File: src/rtl/pwm_multi_pkg.sv
// Shared types and constants for the multi-channel PWM generator.
//   state_t     : counter FSM state (IDLE / UP / DOWN)
//   MODE_EDGE   : edge-aligned counting (0..P, wrap)
//   MODE_CENTER : center-aligned counting (0..P..1, repeat)
package pwm_multi_pkg;

  typedef enum logic [1:0] {
    IDLE = 2'd0,
    UP   = 2'd1,
    DOWN = 2'd2
  } state_t;

  localparam logic MODE_EDGE   = 1'b0;
  localparam logic MODE_CENTER = 1'b1;

endpackage

File: src/rtl/pwm_multi_gen_if.sv
// Configuration bus of the PWM generator.
//   cfg_load    : one-cycle strobe capturing period/duty/mode into the shadow
//   cfg_period  : period value P
//   cfg_duty    : packed duties, channel i at [i*CNT_W +: CNT_W]
//   cfg_center  : 0 = edge-aligned, 1 = center-aligned
//   cfg_pending : high while a captured config waits for a period boundary
// master drives the config, slave is the generator.
interface pwm_multi_gen_if #(
  parameter int NCH   = 4,
  parameter int CNT_W = 8
);

  logic                   cfg_load;
  logic [CNT_W-1:0]       cfg_period;
  logic [NCH*CNT_W-1:0]   cfg_duty;
  logic                   cfg_center;
  logic                   cfg_pending;

  modport master (
    output cfg_load, cfg_period, cfg_duty, cfg_center,
    input  cfg_pending
  );

  modport slave (
    input  cfg_load, cfg_period, cfg_duty, cfg_center,
    output cfg_pending
  );

endinterface

File: src/rtl/pwm_cmp_chan.sv
// One PWM channel: active duty register plus registered compare output.
//   clk, reset : clock, asynchronous active-low reset
//   apply      : load pend_duty into the active duty at this edge
//   pend_duty  : shadow duty value to become active on apply
//   run_next   : counter will be running (not IDLE) in the next cycle
//   cnt_next   : counter value of the next cycle
//   pwm        : registered output, (cnt < duty) for the cycle it is shown in
module pwm_cmp_chan #(
  parameter int CNT_W = 8
) (
  input  logic             clk,
  input  logic             reset,
  input  logic             apply,
  input  logic [CNT_W-1:0] pend_duty,
  input  logic             run_next,
  input  logic [CNT_W-1:0] cnt_next,
  output logic             pwm
);

  logic [CNT_W-1:0] duty_r;
  logic [CNT_W-1:0] duty_next_s;
  logic             pwm_r;

  // Duty seen in the next cycle; the compare must use the freshly applied
  // value so a new duty starts exactly with the new period's first cycle.
  always_comb begin
    duty_next_s = duty_r;
    if (apply) begin
      duty_next_s = pend_duty;
    end else begin
      duty_next_s = duty_r;
    end
  end

  // Active duty register.
  always_ff @(posedge clk or negedge reset) begin
    if (!reset) begin
      duty_r <= {CNT_W{1'b0}};
    end else begin
      duty_r <= duty_next_s;
    end
  end

  // Compare against next-cycle counter so the registered output lines up
  // with the counter value displayed in the same cycle.
  always_ff @(posedge clk or negedge reset) begin
    if (!reset) begin
      pwm_r <= 1'b0;
    end else begin
      pwm_r <= run_next && (cnt_next < duty_next_s);
    end
  end

  assign pwm = pwm_r;

endmodule

File: src/rtl/pwm_multi_gen.sv
// Multi-channel PWM generator: one shared period counter, per-channel duty,
// edge or center alignment, shadowed configuration applied at boundaries.
//   clk, reset  : clock, asynchronous active-low reset
//   en          : run enable; low returns to IDLE on the next cycle
//   cfg         : configuration bus (slave modport)
//   cnt         : current counter value
//   period_tick : pulse on the first cycle of every period
//   pwm_out     : PWM outputs, one bit per channel
module pwm_multi_gen
  import pwm_multi_pkg::*;
#(
  parameter int NCH        = 4,
  parameter int CNT_W      = 8,
  parameter int RST_PERIOD = 9
) (
  input  logic               clk,
  input  logic               reset,
  input  logic               en,
  pwm_multi_gen_if.slave     cfg,
  output logic [CNT_W-1:0]   cnt,
  output logic               period_tick,
  output logic [NCH-1:0]     pwm_out
);

  localparam logic [CNT_W-1:0] ONE  = CNT_W'(1);
  localparam logic [CNT_W-1:0] ZERO = CNT_W'(0);

  state_t               state_r;
  state_t               state_next_s;
  logic [CNT_W-1:0]     cnt_r;
  logic [CNT_W-1:0]     cnt_next_s;
  logic                 tick_r;
  logic                 tick_next_s;
  logic                 boundary_s;
  logic                 apply_s;
  logic                 run_next_s;

  logic [CNT_W-1:0]     period_r;
  logic                 mode_r;
  logic                 pend_valid_r;
  logic [CNT_W-1:0]     pend_period_r;
  logic [NCH*CNT_W-1:0] pend_duty_r;
  logic                 pend_mode_r;

  // Next-state / next-counter logic; boundary_s marks the start of a period.
  always_comb begin
    state_next_s = state_r;
    cnt_next_s   = cnt_r;
    tick_next_s  = 1'b0;
    boundary_s   = 1'b0;
    if (!en) begin
      state_next_s = IDLE;
      cnt_next_s   = ZERO;
    end else begin
      case (state_r)
        IDLE: begin
          state_next_s = UP;
          cnt_next_s   = ZERO;
          tick_next_s  = 1'b1;
          boundary_s   = 1'b1;
        end
        UP: begin
          if (cnt_r < period_r) begin
            cnt_next_s = cnt_r + ONE;
          end else if ((mode_r == MODE_CENTER) && (period_r > ONE)) begin
            state_next_s = DOWN;
            cnt_next_s   = period_r - ONE;
          end else begin
            // Edge wrap; also P=0 and center P=1 where there is no down slope.
            state_next_s = UP;
            cnt_next_s   = ZERO;
            tick_next_s  = 1'b1;
            boundary_s   = 1'b1;
          end
        end
        DOWN: begin
          if (cnt_r > ONE) begin
            cnt_next_s = cnt_r - ONE;
          end else begin
            state_next_s = UP;
            cnt_next_s   = ZERO;
            tick_next_s  = 1'b1;
            boundary_s   = 1'b1;
          end
        end
        default: begin
          state_next_s = IDLE;
          cnt_next_s   = ZERO;
        end
      endcase
    end
  end

  // Pending config takes over at a period start, or straight away when idle.
  assign apply_s    = pend_valid_r && (boundary_s || (state_r == IDLE));
  assign run_next_s = (state_next_s != IDLE);

  // FSM state, counter and tick registers.
  always_ff @(posedge clk or negedge reset) begin
    if (!reset) begin
      state_r <= IDLE;
      cnt_r   <= ZERO;
      tick_r  <= 1'b0;
    end else begin
      state_r <= state_next_s;
      cnt_r   <= cnt_next_s;
      tick_r  <= tick_next_s;
    end
  end

  // Active period/mode and shadow registers. A load coinciding with an
  // apply keeps pending set: the old shadow is applied, the new one waits.
  always_ff @(posedge clk or negedge reset) begin
    if (!reset) begin
      period_r      <= CNT_W'(RST_PERIOD);
      mode_r        <= MODE_EDGE;
      pend_valid_r  <= 1'b0;
      pend_period_r <= ZERO;
      pend_duty_r   <= {(NCH*CNT_W){1'b0}};
      pend_mode_r   <= MODE_EDGE;
    end else begin
      if (apply_s) begin
        period_r <= pend_period_r;
        mode_r   <= pend_mode_r;
      end else begin
        period_r <= period_r;
        mode_r   <= mode_r;
      end
      if (cfg.cfg_load) begin
        pend_valid_r  <= 1'b1;
        pend_period_r <= cfg.cfg_period;
        pend_duty_r   <= cfg.cfg_duty;
        pend_mode_r   <= cfg.cfg_center;
      end else if (apply_s) begin
        pend_valid_r  <= 1'b0;
      end else begin
        pend_valid_r  <= pend_valid_r;
      end
    end
  end

  genvar gi;
  generate
    for (gi = 0; gi < NCH; gi++) begin : g_chan
      pwm_cmp_chan #(
        .CNT_W (CNT_W)
      ) u_chan (
        .clk       (clk),
        .reset     (reset),
        .apply     (apply_s),
        .pend_duty (pend_duty_r[gi*CNT_W +: CNT_W]),
        .run_next  (run_next_s),
        .cnt_next  (cnt_next_s),
        .pwm       (pwm_out[gi])
      );
    end
  endgenerate

  assign cnt             = cnt_r;
  assign period_tick     = tick_r;
  assign cfg.cfg_pending = pend_valid_r;

endmodule

File: src/flat_wrapper.sv
// flat-port wrapper written by rule: the top's interface ports become plain ports
module pwm_multi_gen_flat import pwm_multi_pkg::*;
#(
  parameter int NCH        = 4,
  parameter int CNT_W      = 8,
  parameter int RST_PERIOD = 9
)
  (clk, reset, en, cnt, period_tick, pwm_out, cfg_cfg_load, cfg_cfg_period, cfg_cfg_duty, cfg_cfg_center, cfg_cfg_pending);
  pwm_multi_gen_if #(.NCH(NCH), .CNT_W(CNT_W)) cfg_i ();
  input  logic clk;
  input  logic reset;
  input  logic en;
  output logic [CNT_W-1:0] cnt;
  output logic period_tick;
  output logic [NCH-1:0] pwm_out;
  input wire logic [$bits(cfg_i.cfg_load)-1:0] cfg_cfg_load;
  input wire logic [$bits(cfg_i.cfg_period)-1:0] cfg_cfg_period;
  input wire logic [$bits(cfg_i.cfg_duty)-1:0] cfg_cfg_duty;
  input wire logic [$bits(cfg_i.cfg_center)-1:0] cfg_cfg_center;
  output wire logic [$bits(cfg_i.cfg_pending)-1:0] cfg_cfg_pending;
  assign cfg_i.cfg_load = cfg_cfg_load;
  assign cfg_i.cfg_period = cfg_cfg_period;
  assign cfg_i.cfg_duty = cfg_cfg_duty;
  assign cfg_i.cfg_center = cfg_cfg_center;
  assign cfg_cfg_pending = cfg_i.cfg_pending;
  pwm_multi_gen #(.NCH(NCH), .CNT_W(CNT_W), .RST_PERIOD(RST_PERIOD)) u_core (.clk(clk), .reset(reset), .en(en), .cfg(cfg_i), .cnt(cnt), .period_tick(period_tick), .pwm_out(pwm_out));
endmodule
File: config.mk
export PLATFORM = sky130hd
export DESIGN_NAME = pwm_multi_gen_flat
export DESIGN_NICKNAME = d
export VERILOG_FILES = /design/src/rtl/pwm_multi_pkg.sv /design/src/rtl/pwm_multi_gen_if.sv /design/src/rtl/pwm_cmp_chan.sv /design/src/rtl/pwm_multi_gen.sv /design/src/flat_wrapper.sv
export SDC_FILE = /design/constraint.sdc
export NUM_CORES = 1
export LEC_CHECK = 0
export CORE_MARGIN = 3
export CORE_UTILIZATION = 36
export DETAILED_ROUTE_END_ITERATION = 10
export PLACE_DENSITY = 0.57
export SLEW_MARGIN = 10
export SYNTH_ARGS = -nofsm -noshare
export SYNTH_HDL_FRONTEND = slang
export SYNTH_SLANG_ARGS = --single-unit
File: constraint.sdc
create_clock -name clk -period 5.6 [get_ports clk]
set_clock_uncertainty 0.1 [all_clocks]
set_input_delay 0.56 -clock clk [delete_from_list [all_inputs] [get_ports clk]]
set_output_delay 0.56 -clock clk [all_outputs]
set_load 0.01 [all_outputs]
==> flow_summary.toml, run 1 <==
[die]
std_cell_rows = 43
core_area_mm2 = 0.01404
die_area_mm2 = 0.01601
start_util_pct = 37.24
die_x_um = 126.5
pin_count = 59
die_y_um = 126.5

[synth]
synth_cells = 445
ys_types = 47
ys_seq_area_share_pct = 46.95
ys.flop_type = "dfrtp_1"
ys_warn_count = 0
synth_edf_count = 0
yosys-top-cells-area = "dfrtp_1 (46%), mux2_2 (12%), ha_1 (11%)"
synth_area_mm2 = 0.005229
async_flop_share_pct = 100.0
syn_nets = 534
postSynthAreaPerCell_um2 = 11.75
synth_top_area_cell = "dfrtp_1"
ys_seq_elements = 98
synth.top_cell.area_share_pct = 45.94

[timing]
fmax_mhz = 223.6
relSlewSlack_pct = 33.11
slew_violations = 0
fin_crit_ns = 4.473
tightest_slew_ns = 1.003
final.setup.tns_ns = 0
final.period_utilization_pct = 79.87
setup_violations = 0
finalHoldViolCount = 0
rsz0062_at_grt = "false"
whs_ns = 0.006068

[global_routing]
grt_pass1_wl_um = 18860
antenna_found_initial = 0
grtUsageTotal_pct = 15.14
met2_usage_pct = 23.91
use_met1_pct = 20.49
met3_usage_pct = 4.084
grt_overflow_total = 0
globalRoute.busiestLayer = "met2"
grt_max_degree = 77
grt_pass1_vias = 3599

[clock_tree]
cts_max_level = 3
clkTransAtPathRegs_ns = 0.07
cts.path.max_buffers = 2
clock_latency_ns = 0.35
cts_buffers = 9
cts_root_buf = "clkbuf_16"
cts_tree = "yes"
cts_num_sinks = 98
hold_buffers = 0
ctsResizeCount = 0
post-cts-setup-buffers = 0

[pwr]
pwr-share-clk_pct = 36.3
power_frac_seq_pct = 45.3
leakage_nw = 3.057
p_switching_uw = 510.6
p_int_mw = 1.427
vdd_ir_drop_max_v = 0.0001935
swShare_pct = 26.36
p_comb_share_pct = 18.4
p_per_area_mw_per_mm2 = 307.0

[run]
maxCapViolations = 0

[critical_path]
worstPathCellList = "inv_1, ha_1, a2111o_1, a31o_2, a31oi_4, buf_4, mux2i_1, ha_1, and4_1, o2111ai_1, nor2_1, mux2_4, nor4_2"
cp.required_ns = 5.76
end_kind = "flop"
critPathTopFamily = "compound AO/OA/AOI/OAI gates"
worstPathMaxFanout = 23
crit_top_cell = "ha_1"
critPathBufInv = 2
slowest_stage = "a31oi_4"
arrival_ns = 4.63
crit_path_max_incr_delay_ns = 0.63
worstSetupPathType = "flop to flop"
r2r_slack_ns = 1.13
start_kind = "flop"

[place]
gp_congestion = 0.9221
dpl.hpwl_um = 8230
io_buffers = 58

[detailed_routing]
routed_wl_um = 11450
drc = 0
dr.pass1.iters = 4
drtAntennaViolNets = 0
wl_per_cell_um = 16.78
drtIter0Drc = 144
via_per_inst = 5.085
dr_total_vias = 3468

[cells_and_area]
area_growth_pct = 20.70
post-route-util_pct = 44.94
drive_above_1_share_pct = 18.13
antenna_cells = 0
finalNetCount = 586
fillers = 1328

[run_status]
outcome = "completed"

[min_path]
hold_path.class = "primary input to async pin"
==> stage by stage <==
step / worst slack, ns / total power, mW / cell area (um2) / cells
2_1_floorplan: 1.845 / 1.119 / 5229 / 445
3_3_place_gp: 1.174 / 1.241 / 5964 / 666
3_5_place_dp: 1.124 / 1.253 / 5964 / 666
4_1_cts: 1.116 / 1.968 / 6311 / 682
5_1_grt: 0.8274 / 2.056 / 6311 / 682
6_report: 1.127 / 1.937 / 6311 / 682
==> synthesized netlist by cell type, drive strengths merged, types with 10 or more instances <==
cell	count
ha	44
xnor2	12
mux2	58
dfrtp	96
buf	10
clkbuf	10
inv	48
nand2	19
mux2i	29
nor2	19
a21o	12
==> kinds of logic after synthesis <==
logic type,after synthesis,share of synthesized area (%)
AO/OA/AOI/OAI,60,8.567
adder cells (fa/ha/maj),44,10.53
flip-flops,98,46.95
multiplexers,87,18.33
AND/OR/NAND/NOR,71,7.418
buffers and inverters,68,5.360
XOR/XNOR,17,2.848
==> placed cells by master (no fill, tap or decap), types with 3 or more instances in the layout <==
| cell type | n |
|---|---|
| clkdlybuf4s50_1 | 56 |
| xor2_1 | 5 |
| nand3_1 | 3 |
| a221o_1 | 4 |
| xnor2_1 | 12 |
| o21a_1 | 3 |
| clkbuf_8 | 3 |
| a31oi_1 | 4 |
| dfrtp_1 | 96 |
| o21ai_0 | 7 |
| a21o_1 | 12 |
| mux2_2 | 54 |
| nor2_1 | 19 |
| and3_1 | 6 |
| nor4_2 | 4 |
| a21oi_1 | 7 |
| o2111ai_1 | 5 |
| ha_1 | 44 |
| nand2b_1 | 3 |
| and4_1 | 5 |
| mux2_4 | 4 |
| mux2i_1 | 29 |
| inv_1 | 48 |
| o211ai_1 | 5 |
| clkbuf_16 | 9 |
| nand2_1 | 19 |
| buf_4 | 4 |
==> flip-flops by register name, indices dropped and copies added (netlist names), 2 cells and up <==
name and count:
u_core.pend_period_r 8, u_core.period_r 8, u_core.cnt 8, u_core.g_chan.u_chan.pwm 4, u_core.pend_duty_r 32, u_core.state_r 2
u_core.g_chan.u_chan.duty_r 32
==> final cells by class <==
type	instances	area, um2	share of cell area (%)
Multi-Input combinational cell	279	2509	39.75
Inverter	48	180.2	2.855
Clock inverter	4	80.08	1.269
Clock buffer	12	266.5	4.223
Tap cell	180	225.2	3.569
Sequential cell	98	2455	38.90
Timing Repair Buffer	61	595.6	9.437
==> final timing paths <==
check,start,end,cells after the start
max,u_core.period_r[1],u_core.g_chan[1].u_chan.pwm,13
min,reset,u_core.cnt[1],1
max reg2reg,u_core.period_r[1],u_core.g_chan[1].u_chan.pwm,13
min reg2reg,u_core.g_chan[0].u_chan.duty_r[5],u_core.g_chan[0].u_chan.duty_r[5],2
max in group asynchronous,reset,u_core.pend_duty_r[24],2
min in group clk,u_core.g_chan[0].u_chan.duty_r[5],u_core.g_chan[0].u_chan.duty_r[5],2
==> power groups by stage <==
stage	Combinational [mW]	Sequential, mW	Clock, mW
2_1_floorplan	0.248	0.872	0
3_3_place_gp	0.349	0.891	0
3_5_place_dp	0.359	0.894	0
4_1_cts	0.362	0.880	0.725
5_1_grt	0.403	0.894	0.759
6_report	0.357	0.878	0.703
==> per-layer routing <==
layer	up-vias	wire, um
li1	1668	-
met1	1727	5556
met2	61	5307
met3	12	460
met4	0	119
met5	-	0
Note: power is estimated with default switching activity, not from simulation.
==> run 2, diff against run 1 <==
- clock period: 5.6 -> 4.28 ns (I/O delays scaled with it)
==> run 2 against run 1 <==
Against the previous run:
- combinational power up 31%
- sequential power up 31%
- wire length up 0.61%
- hold slack better by 0.12 ns
- design area up 0.97%
- clock power up 10%
- largest power group unchanged
- utilization up 0.44 points
- register-to-register slack worse by 0.78 ns
- non-clock buffer count up 15
- critical endpoint unchanged
- die area unchanged
- sequential share of layout area down 0.37 points
==> flow_summary.toml, run 2 (same netlist as run 1, synthesis figures left out) <==
[die]
die_area_mm2 = 0.01601
core_area_mm2 = 0.01404
die_x_um = 126.5
die_y_um = 126.5
start_util_pct = 37.24
pin_count = 59
std_cell_rows = 43

[timing]
slew_violations = 0
fin_crit_ns = 3.934
relSlewSlack_pct = 33.48
final.setup.tns_ns = 0
rsz0062_at_grt = "false"
final.period_utilization_pct = 91.91
whs_ns = 0.1242
fmax_mhz = 254.2
tightest_slew_ns = 0.9979
finalHoldViolCount = 0
setup_violations = 0

[pwr]
p_switching_uw = 660.7
p_per_area_mw_per_mm2 = 375.1
pwr-share-clk_pct = 32.3
power_frac_seq_pct = 48.1
p_total_mw = 2.390
vdd_ir_drop_max_v = 0.0001907
p_comb_share_pct = 19.5
leakage_nw = 3.109
swShare_pct = 27.64
p_int_mw = 1.729

[cells_and_area]
top_regs = "u_core.g_chan.u_chan.duty_r: 32 flops, u_core.pend_duty_r: 32 flops"
finalNetCount = 601
final_cell_mix = "dfrtp_1 (96), clkdlybuf4s50_1 (56), mux2_2 (54), inv_1 (48), ha_1 (44)"
fillers = 1289
drive_above_1_share_pct = 20.31
final_common_cell = "dfrtp_1"
antenna_cells = 0
area_growth_pct = 21.87

[run_status]
outcome = "completed"

[detailed_routing]
drc = 0
dr_total_vias = 3487
wl_per_cell_um = 16.52
dr.pass1.iters = 4
drtAntennaViolNets = 0
drtIter0Drc = 210
routed_wl_um = 11520
via_per_inst = 5.003

[global_routing]
grt_pass1_vias = 3730
grt_overflow_total = 0
antenna_found_initial = 0
grt_max_degree = 79
grtUsageTotal_pct = 15.39
grt_pass1_wl_um = 19180

[critical_path]
worstPathMaxFanout = 19
start_kind = "flop"
cp.required_ns = 4.44
end_kind = "flop"
worstSetupPathType = "flop to flop"
arrival_ns = 4.09

[place]
gp_congestion = 0.9109
dpl.hpwl_um = 8347
io_buffers = 58

[clock_tree]
cts.path.max_buffers = 2
cts_tree = "yes"
clock_latency_ns = 0.35
cts_root_buf = "clkbuf_16"
cts_num_sinks = 98
cts_max_level = 3
clkTransAtPathRegs_ns = 0.07
cts_buffers = 9
ctsResizeCount = 0
post-cts-setup-buffers = 0
hold_buffers = 0

[run]
maxCapViolations = 0

[min_path]
hold_path.class = "primary input to async pin"
[run 2: stage by stage]
stage	std cells	cell area (um2)	setup WS, ns	util (%)
CTS	697	6372	0.3786	45.38
detailed placement	681	6090	0.4160	43.37
floorplan	445	5229	0.5254	-
global placement	681	6090	0.4776	43.37
global route	697	6372	0.07473	45.38
finish	697	6372	0.3461	45.38
[run 2: worst max-delay path, stage by stage (launching register included)]
cell       delay, ns
dfrtp_1         0.47
ha_1            0.33
a2111o_1        0.38
a31o_2          0.39
a21oi_1         0.39
o211ai_1        0.14
a21oi_1         0.44
buf_4           0.24
ha_1            0.23
o2111ai_1       0.16
nor2_1          0.07
mux2_4          0.27
nor4_2          0.24
[run 2: cell type report]
cell class              instances  area, um2  share of cell area (%)
multi-input cells             279       2509                   39.37
flip-flops and latches         98       2455                   38.52
repair buffers                 76      720.7                   11.31
clock buffers                  12      256.5                   4.025
well taps                     180      225.2                   3.534
inverters                      48      180.2                   2.827
clock inverters                 4      26.28                  0.4123
[run 2: worst paths after layout]
check	to	start	slack, ns	cells after the start
max in group asynchronous	u_core.g_chan[2].u_chan.duty_r[1]	reset	3.06	2
setup reg to reg	u_core.g_chan[1].u_chan.pwm	u_core.cnt[1]	0.35	12
setup / recovery	u_core.g_chan[1].u_chan.pwm	u_core.cnt[1]	0.35	12
hold / removal	u_core.pend_period_r[5]	reset	0.12	1
min in group clk	u_core.g_chan[3].u_chan.duty_r[4]	u_core.g_chan[3].u_chan.duty_r[4]	0.39	2
hold reg to reg	u_core.g_chan[3].u_chan.duty_r[4]	u_core.g_chan[3].u_chan.duty_r[4]	0.39	2
[run 2: routing by layer]
layer	up-vias	part of all wire [%]	track usage, %
li1	1696	-	-
met1	1720	49	21.20
met2	56	45	23.69
met3	15	4.1	2.989
met4	0	1.9	6.688
met5	-	0	0
[run 2: power by group through the flow]
stage | combinational (mW) | sequential [mW] | clock (mW)
final | 0.467 | 1.15 | 0.773
after global placement | 0.458 | 1.17 | 0
after detailed placement | 0.472 | 1.17 | 0
after global routing | 0.529 | 1.17 | 0.842
after floorplan | 0.324 | 1.14 | 0
after CTS | 0.476 | 1.15 | 0.804
